File: config.mk
export PLATFORM = sky130hd
export DESIGN_NAME = alu_share_arbiter
export DESIGN_NICKNAME = d
export VERILOG_FILES = /design/src/rtl/alu_share_arbiter.sv
export SDC_FILE = /design/constraint.sdc
export NUM_CORES = 1
export LEC_CHECK = 0
export ABC_CLOCK_PERIOD_IN_PS = 1720
export CORE_MARGIN = 2
export CORE_UTILIZATION = 39
export CTS_CLUSTER_SIZE = 25
export DETAILED_ROUTE_END_ITERATION = 10
export PLACE_DENSITY = 0.92
export SYNTH_ARGS = -nofsm -noshare
export SYNTH_HDL_FRONTEND = slang
export SYNTH_SLANG_ARGS = --single-unit
File: constraint.sdc
create_clock -name clock -period 1.72 [get_ports clock]
set_input_delay 0.172 -clock clock [delete_from_list [all_inputs] [get_ports clock]]
set_output_delay 0.172 -clock clock [all_outputs]
set_load 0.1 [all_outputs]
File: src/rtl/alu_share_arbiter.sv
// Round-robin sharing of one single-cycle ALU between the execute stage (req0)
// and the branch/address unit (req1), with a held response register per requester.
module alu_share_arbiter #(
  parameter int width = 32
) (
  input  logic             clock,
  input  logic             reset,

  input  logic             req0_valid,
  output logic             req0_ready,
  input  logic [width-1:0] req0_dataA,
  input  logic [width-1:0] req0_dataB,
  input  logic [3:0]       req0_func,
  input  logic [2:0]       req0_aluOp,

  input  logic             req1_valid,
  output logic             req1_ready,
  input  logic [width-1:0] req1_dataA,
  input  logic [width-1:0] req1_dataB,
  input  logic [3:0]       req1_func,
  input  logic [2:0]       req1_aluOp,

  output logic             rsp0_valid,
  input  logic             rsp0_ready,
  output logic [width-1:0] rsp0_result,
  output logic             rsp0_branch,

  output logic             rsp1_valid,
  input  logic             rsp1_ready,
  output logic [width-1:0] rsp1_result,
  output logic             rsp1_branch,

  output logic [width-1:0] alu_dataA,
  output logic [width-1:0] alu_dataB,
  output logic [3:0]       alu_func,
  output logic [2:0]       alu_aluOp,
  input  logic [width-1:0] aluResult,
  input  logic             branchFromAlu
);

  typedef enum logic [1:0] {
    IDLE = 2'd0,
    EXEC = 2'd1,
    RESP = 2'd2
  } state_t;

  state_t r_state;
  state_t w_next_state;

  logic             r_owner;
  logic             r_last_grant;

  logic [width-1:0] r_alu_dataA;
  logic [width-1:0] r_alu_dataB;
  logic [3:0]       r_alu_func;
  logic [2:0]       r_alu_aluOp;

  logic             r_rsp0_valid;
  logic [width-1:0] r_rsp0_result;
  logic             r_rsp0_branch;
  logic             r_rsp1_valid;
  logic [width-1:0] r_rsp1_result;
  logic             r_rsp1_branch;

  logic             w_grant0;
  logic             w_grant1;
  logic             w_accept;
  logic             w_rsp_take;

  // State register
  always_ff @(posedge clock) begin
    if (reset) begin
      r_state <= IDLE;
    end else begin
      r_state <= w_next_state;
    end
  end

  // Next-state logic
  always_comb begin
    w_next_state = r_state;
    unique case (r_state)
      IDLE:    if (w_accept) w_next_state = EXEC;
      EXEC:    w_next_state = RESP;
      RESP:    if (w_rsp_take) w_next_state = IDLE;
      default: w_next_state = IDLE;
    endcase
  end

  // Grants only in IDLE; on a tie the requester that did not win last time goes
  always_comb begin
    w_grant0   = 1'b0;
    w_grant1   = 1'b0;
    w_rsp_take = 1'b0;
    if (r_state == IDLE) begin
      w_grant0 = req0_valid & (~req1_valid | r_last_grant);
      w_grant1 = req1_valid & (~req0_valid | ~r_last_grant);
    end
    if (r_state == RESP) begin
      w_rsp_take = r_owner ? rsp1_ready : rsp0_ready;
    end
  end

  assign w_accept   = w_grant0 | w_grant1;
  assign req0_ready = w_grant0;
  assign req1_ready = w_grant1;

  // Operand latch, ownership and response capture
  always_ff @(posedge clock) begin
    if (reset) begin
      r_owner       <= 1'b0;
      r_last_grant  <= 1'b1;
      r_alu_dataA   <= '0;
      r_alu_dataB   <= '0;
      r_alu_func    <= '0;
      r_alu_aluOp   <= '0;
      r_rsp0_valid  <= 1'b0;
      r_rsp0_result <= '0;
      r_rsp0_branch <= 1'b0;
      r_rsp1_valid  <= 1'b0;
      r_rsp1_result <= '0;
      r_rsp1_branch <= 1'b0;
    end else begin
      unique case (r_state)
        IDLE: begin
          if (w_grant1) begin
            r_alu_dataA  <= req1_dataA;
            r_alu_dataB  <= req1_dataB;
            r_alu_func   <= req1_func;
            r_alu_aluOp  <= req1_aluOp;
            r_owner      <= 1'b1;
            r_last_grant <= 1'b1;
          end else if (w_grant0) begin
            r_alu_dataA  <= req0_dataA;
            r_alu_dataB  <= req0_dataB;
            r_alu_func   <= req0_func;
            r_alu_aluOp  <= req0_aluOp;
            r_owner      <= 1'b0;
            r_last_grant <= 1'b0;
          end
        end
        EXEC: begin
          if (r_owner) begin
            r_rsp1_result <= aluResult;
            r_rsp1_branch <= branchFromAlu;
            r_rsp1_valid  <= 1'b1;
          end else begin
            r_rsp0_result <= aluResult;
            r_rsp0_branch <= branchFromAlu;
            r_rsp0_valid  <= 1'b1;
          end
        end
        RESP: begin
          if (w_rsp_take) begin
            if (r_owner) r_rsp1_valid <= 1'b0;
            else         r_rsp0_valid <= 1'b0;
          end
        end
        default: ;
      endcase
    end
  end

  assign alu_dataA   = r_alu_dataA;
  assign alu_dataB   = r_alu_dataB;
  assign alu_func    = r_alu_func;
  assign alu_aluOp   = r_alu_aluOp;

  assign rsp0_valid  = r_rsp0_valid;
  assign rsp0_result = r_rsp0_result;
  assign rsp0_branch = r_rsp0_branch;
  assign rsp1_valid  = r_rsp1_valid;
  assign rsp1_result = r_rsp1_result;
  assign rsp1_branch = r_rsp1_branch;

endmodule

Word-level counts from Yosys, hierarchy flattened
Index checks and enable logic that the tools add are counted.

operators by class
  bitwise gates (word level) = 9
  reductions and logical operators = 9
  eq/ne operators = 8
  mux-type cells = 25

operators with widths
  kind                number
  $mux 32             4
  $mux 1              12
  $ne 2x2->1 const B  6
  $mux 4              2
  $reduce_and 2->1    4
  $reduce_and 4->1    2
  $mux 3              2
  $pmux 2 s3          1
  $mux 2              2
  $not 1->1           4
  $pmux 1 s2          2
  $reduce_bool 2->1   2
  $or 1x1->1          3
  $and 1x1->1         2
  $eq 2x1->1 const B  1
  $eq 2x2->1 const B  1
  $logic_not 2->1     1

storage, ports and cells
  input port bits = 181
  output and inout bits = 141
  logic and storage cells = 64
  register bits after elaboration = 143

Longest topological paths before layout
  depth in word-level cells = 7
  gate-level depth with buffers = 8
  depth with buffers taken out = 5

Least setup slack after synthesis
Ideal clock, no wire load.

  path type = flip-flop to output port
  from = register r_state[0]
  to = output port req1_ready
  stages on the path, launching flop included = 6
  data arrival time = 2,244 ps
  data required time = 1,548 ps
  buffers on the path = 1
  slack = -696 ps
  cell sequence = dfxtp_1 > inv_1 > ha_1 > nand2_2 > clkbuf_1 > nor2_1

between the ends
  word-level cells in the longest chain between the ends = 2

RTL lines
  item                    line  text
  start, declared         47    state_t r_state;
  start signal, assigned  75    r_state <= w_next_state;
  $logic_not 2->1         95    if (r_state == IDLE) begin
  $mux 1                  95
  end, declared           17    output logic req1_ready,

Every way passes these cells.

Worst setup path in the final report
Same ends and word-level chain as after synthesis.

==> impl_metrics.env <==
export IMPL_status="finished clean"
export IMPL_vias=6761
export IMPL_drt_initial_drc_count=277
export IMPL_ys_flop_type="dfxtp_1"
export IMPL_routed_via_density=5.40
export IMPL_grt_pass1_wl_microns=32100
export IMPL_synth_largest_area_cell="dfxtp_1"
export IMPL_p_per_area_nw_per_um2=2240
export IMPL_r2r_start="r_state[0]$_SDFFE_PP0P_"
export IMPL_max_slew_margin_pct=76.0
export IMPL_slew_viol_final=0
export IMPL_setup_tns_ns=0
export IMPL_clkSinkCount=143
export IMPL_grt_busiest_layer="met2"
export IMPL_nets=1235
export IMPL_synth_top_area_share_pct=48.1
export IMPL_vdd_drop_max_mv=1.71
export IMPL_routed_wl_microns=20900
export IMPL_crit_required_ns=1.55
export IMPL_cts_hold_fix_buffers=0
export IMPL_multi_input_area_sq_um=2730
export IMPL_synth_seq_cells=143
export IMPL_seq_area_sq_um=2870
export IMPL_numPortBuffers=321
export IMPL_reg2reg_depth=7
export IMPL_period_share_pct=97.4
export IMPL_grt_antenna_before_repair=1
export IMPL_fp_dieH_microns=128
export IMPL_grt_usage_pct=24.8
export IMPL_path_clk_slew_ns=0.07
export IMPL_cts_tree="yes"
export IMPL_dp_hpwl_microns=14800
export IMPL_path_max_fanout=4
export IMPL_rows=45
export IMPL_syn_area_sq_um=5950
export IMPL_worstHoldEndpoint="rsp0_result[10]$_SDFFE_PP0P_"
export IMPL_worstSetupStartpointType="flip-flop"
export IMPL_min_delay_start="reset"
export IMPL_fin_skew_ns=0.0110
export IMPL_cp_arrival_ns=1.50
export IMPL_worst_slew_pin_slew_ns=0.356
export IMPL_path_class="reg2out"
export IMPL_grt_pass1_vias=6480
export IMPL_die_x_microns=128
export IMPL_syn_area_per_cell_sq_um=8.02
export IMPL_synth_edf_count=0
export IMPL_yosysWarnings=0
export IMPL_critPathCaptureType="output port"
export IMPL_synthTopCellsByCount="dfxtp_1 (143), nand2_1 (137), nor2_1 (74)"
export IMPL_syn_nets=926
export IMPL_min_period_ns=1.67
export IMPL_place_congestion=0.850
export IMPL_first_pass_iters=5
export IMPL_clockBufferDepth=2
export IMPL_rsz0062_at_grt="true"
export IMPL_grt_ovfl_total=0
export IMPL_cts_root_buf="clkbuf_16"
export IMPL_use_met1_pct=27.4
export IMPL_async_flop_share_pct=0
export IMPL_die_area_sq_um=16300
export IMPL_core_area_sq_um=15000
export IMPL_globalRouteMet3Util_pct=8.21
export IMPL_use_met2_pct=42.5
export IMPL_maxCapViolations=0
export IMPL_setup_violations_final=0
export IMPL_timing_rr_end="alu_dataB[3]$_SDFFE_PP0P_"
export IMPL_fill_cells=1181
export IMPL_grt_max_degree=63
export IMPL_hold_ws_ns=0.164
export IMPL_seq_area_frac_synth_pct=48.1
export IMPL_syn_to_final_growth_pct=67.5
export IMPL_postRouteAntennaNets=0
export IMPL_synth_cell_types=26
export IMPL_min_path_type="in2reg"
export IMPL_synthCells=742
export IMPL_hold_violations=0
export IMPL_clkLatencyLatePin_ns=0.42
export IMPL_io_pins=322
export IMPL_cts_htree_levels=4
export IMPL_leakage_nw=3.91
export IMPL_hold_depth=2
export IMPL_drive_gt1_share_pct=22.3
export IMPL_cts_made_buffers=17
export IMPL_fmax_mhz=597
export IMPL_start_util_pct=39.6
export IMPL_ys_top_cells_by_area="dfxtp_1 (48%), a311oi_1 (10%), nand2_1 (8.6%), nand3_1 (6.1%), a21oi_1 (5.9%)"
export IMPL_synth_most_common_cell="dfxtp_1"
export IMPL_avgRoutedWirePerCell_microns=16.7
export IMPL_p_total_mw=22.3
export IMPL_r2r_setup_slack_ns=0.08
export IMPL_drc=0
[repair_timing]
item | CTS | global route
gates cloned | 0 | 1
endpoints found under the hold margin | 0 | 0
setup buffers | 3 | 2
endpoints found under the setup margin | 5 | 29
gates resized for setup | 6 | 5
pin swaps | 1 | 2
[worst max path at each step]
stage	start	to	slack (ns)	cells after the start
after floorplan	r_state[0]$_SDFFE_PP0P_	req1_ready	0.05	5
after global placement	req0_valid	alu_dataA[4]$_SDFFE_PP0P_	0.06	6
after detailed placement	req1_valid	alu_dataA[6]$_SDFFE_PP0P_	-0.03	5
after CTS	r_last_grant$_SDFFE_PP1P_	req1_ready	0.007	5
after global routing	r_state[1]$_SDFFE_PP0P_	req1_ready	-0.01	6
final	r_state[0]$_SDFFE_PP0P_	req1_ready	0.05	6
[logic make-up after synthesis]
| group | after synthesis | synth area share [%] |
|---|---|---|
| AO/OA/AOI/OAI | 222 | 23.6 |
| adder cells (fa/ha/maj) | 3 | 0.631 |
| buffers and inverters | 81 | 7.07 |
| flip-flops | 143 | 48.1 |
| multiplexers | 2 | 0.337 |
| AND/OR/NAND/NOR | 291 | 20.2 |
[worst max-delay path: stages, from the launching register on]
cell,delay (ns)
dfxtp_1,0.32
inv_2,0.09
ha_4,0.17
nand2_2,0.08
buf_6,0.14
nor2_4,0.11
buf_12,0.18
[where the power goes]
part | total [mW] | switching (mW) | internal, mW
combinational | 13.6 | 10.1 | 3.51
sequential | 4.85 | 0.560 | 4.29
clock | 3.92 | 1.58 | 2.34
[cell type report]
type | count | share of cell area, %
multi-input cells | 518 | 27.4
clock buffers | 17 | 4.27
flip-flops and latches | 143 | 28.8
diodes | 1 | 0.0251
well taps | 188 | 2.36
clock inverters | 15 | 2.00
repair buffers | 368 | 35.1
inverters | 3 | 0.113
[metrics by stage]
step	util (%)	worst slack, ns	cells	instance area, sq um
3_3_place_gp	61.4	0.0621	1214	9240
3_5_place_dp	61.4	-0.0322	1214	9240
5_1_grt	66.3	-0.0146	1253	9960
4_1_cts	65.9	0.00699	1249	9900
6_report	66.3	0.0455	1253	9960
2_1_floorplan	-	0.0471	742	5970
[sequential cells by signal, indices dropped and copies added (netlist names), 2 cells and up]
name,count
alu_dataA,32
alu_dataB,32
rsp0_result,32
rsp1_result,32
alu_func,4
alu_aluOp,3
r_state,2
[placed cells by master (no fill, tap or decap)]
cell | Yosys | final
a211o_1 | 2 | 2
a211oi_1 | 2 | 2
a21oi_1 | 70 | 69
a21oi_4 | 0 | 1
a22oi_1 | 2 | 2
a311oi_1 | 70 | 68
a311oi_2 | 1 | 3
and2_1 | 3 | 1
and2_2 | 0 | 1
and2_4 | 0 | 1
buf_12 | 0 | 21
buf_4 | 2 | 165
buf_6 | 9 | 2
bufinv_16 | 0 | 3
clkbuf_16 | 0 | 18
clkdlybuf4s50_1 | 0 | 179
clkinvlp_4 | 0 | 3
dfxtp_1 | 143 | 141
dfxtp_2 | 0 | 2
diode_2 | 0 | 1
ha_1 | 3 | 2
ha_4 | 0 | 1
inv_1 | 3 | 1
inv_2 | 0 | 2
inv_6 | 0 | 6
inv_8 | 0 | 3
mux2i_1 | 2 | 2
nand2_1 | 137 | 136
nand2_2 | 1 | 2
nand2b_1 | 3 | 3
nand3_1 | 72 | 72
nor2_1 | 74 | 73
nor2_4 | 0 | 1
nor2b_2 | 0 | 1
o21a_4 | 0 | 1
o21ai_0 | 56 | 56
o21ai_1 | 17 | 17
o31ai_1 | 1 | 1
[layer usage]
metal	vias to the layer above	part of all wire (%)
met5	-	0
met4	0	3.6
met3	60	9.1
met2	337	49
met1	3128	38
li1	3236	-
(Power assumes the default switching activity.)
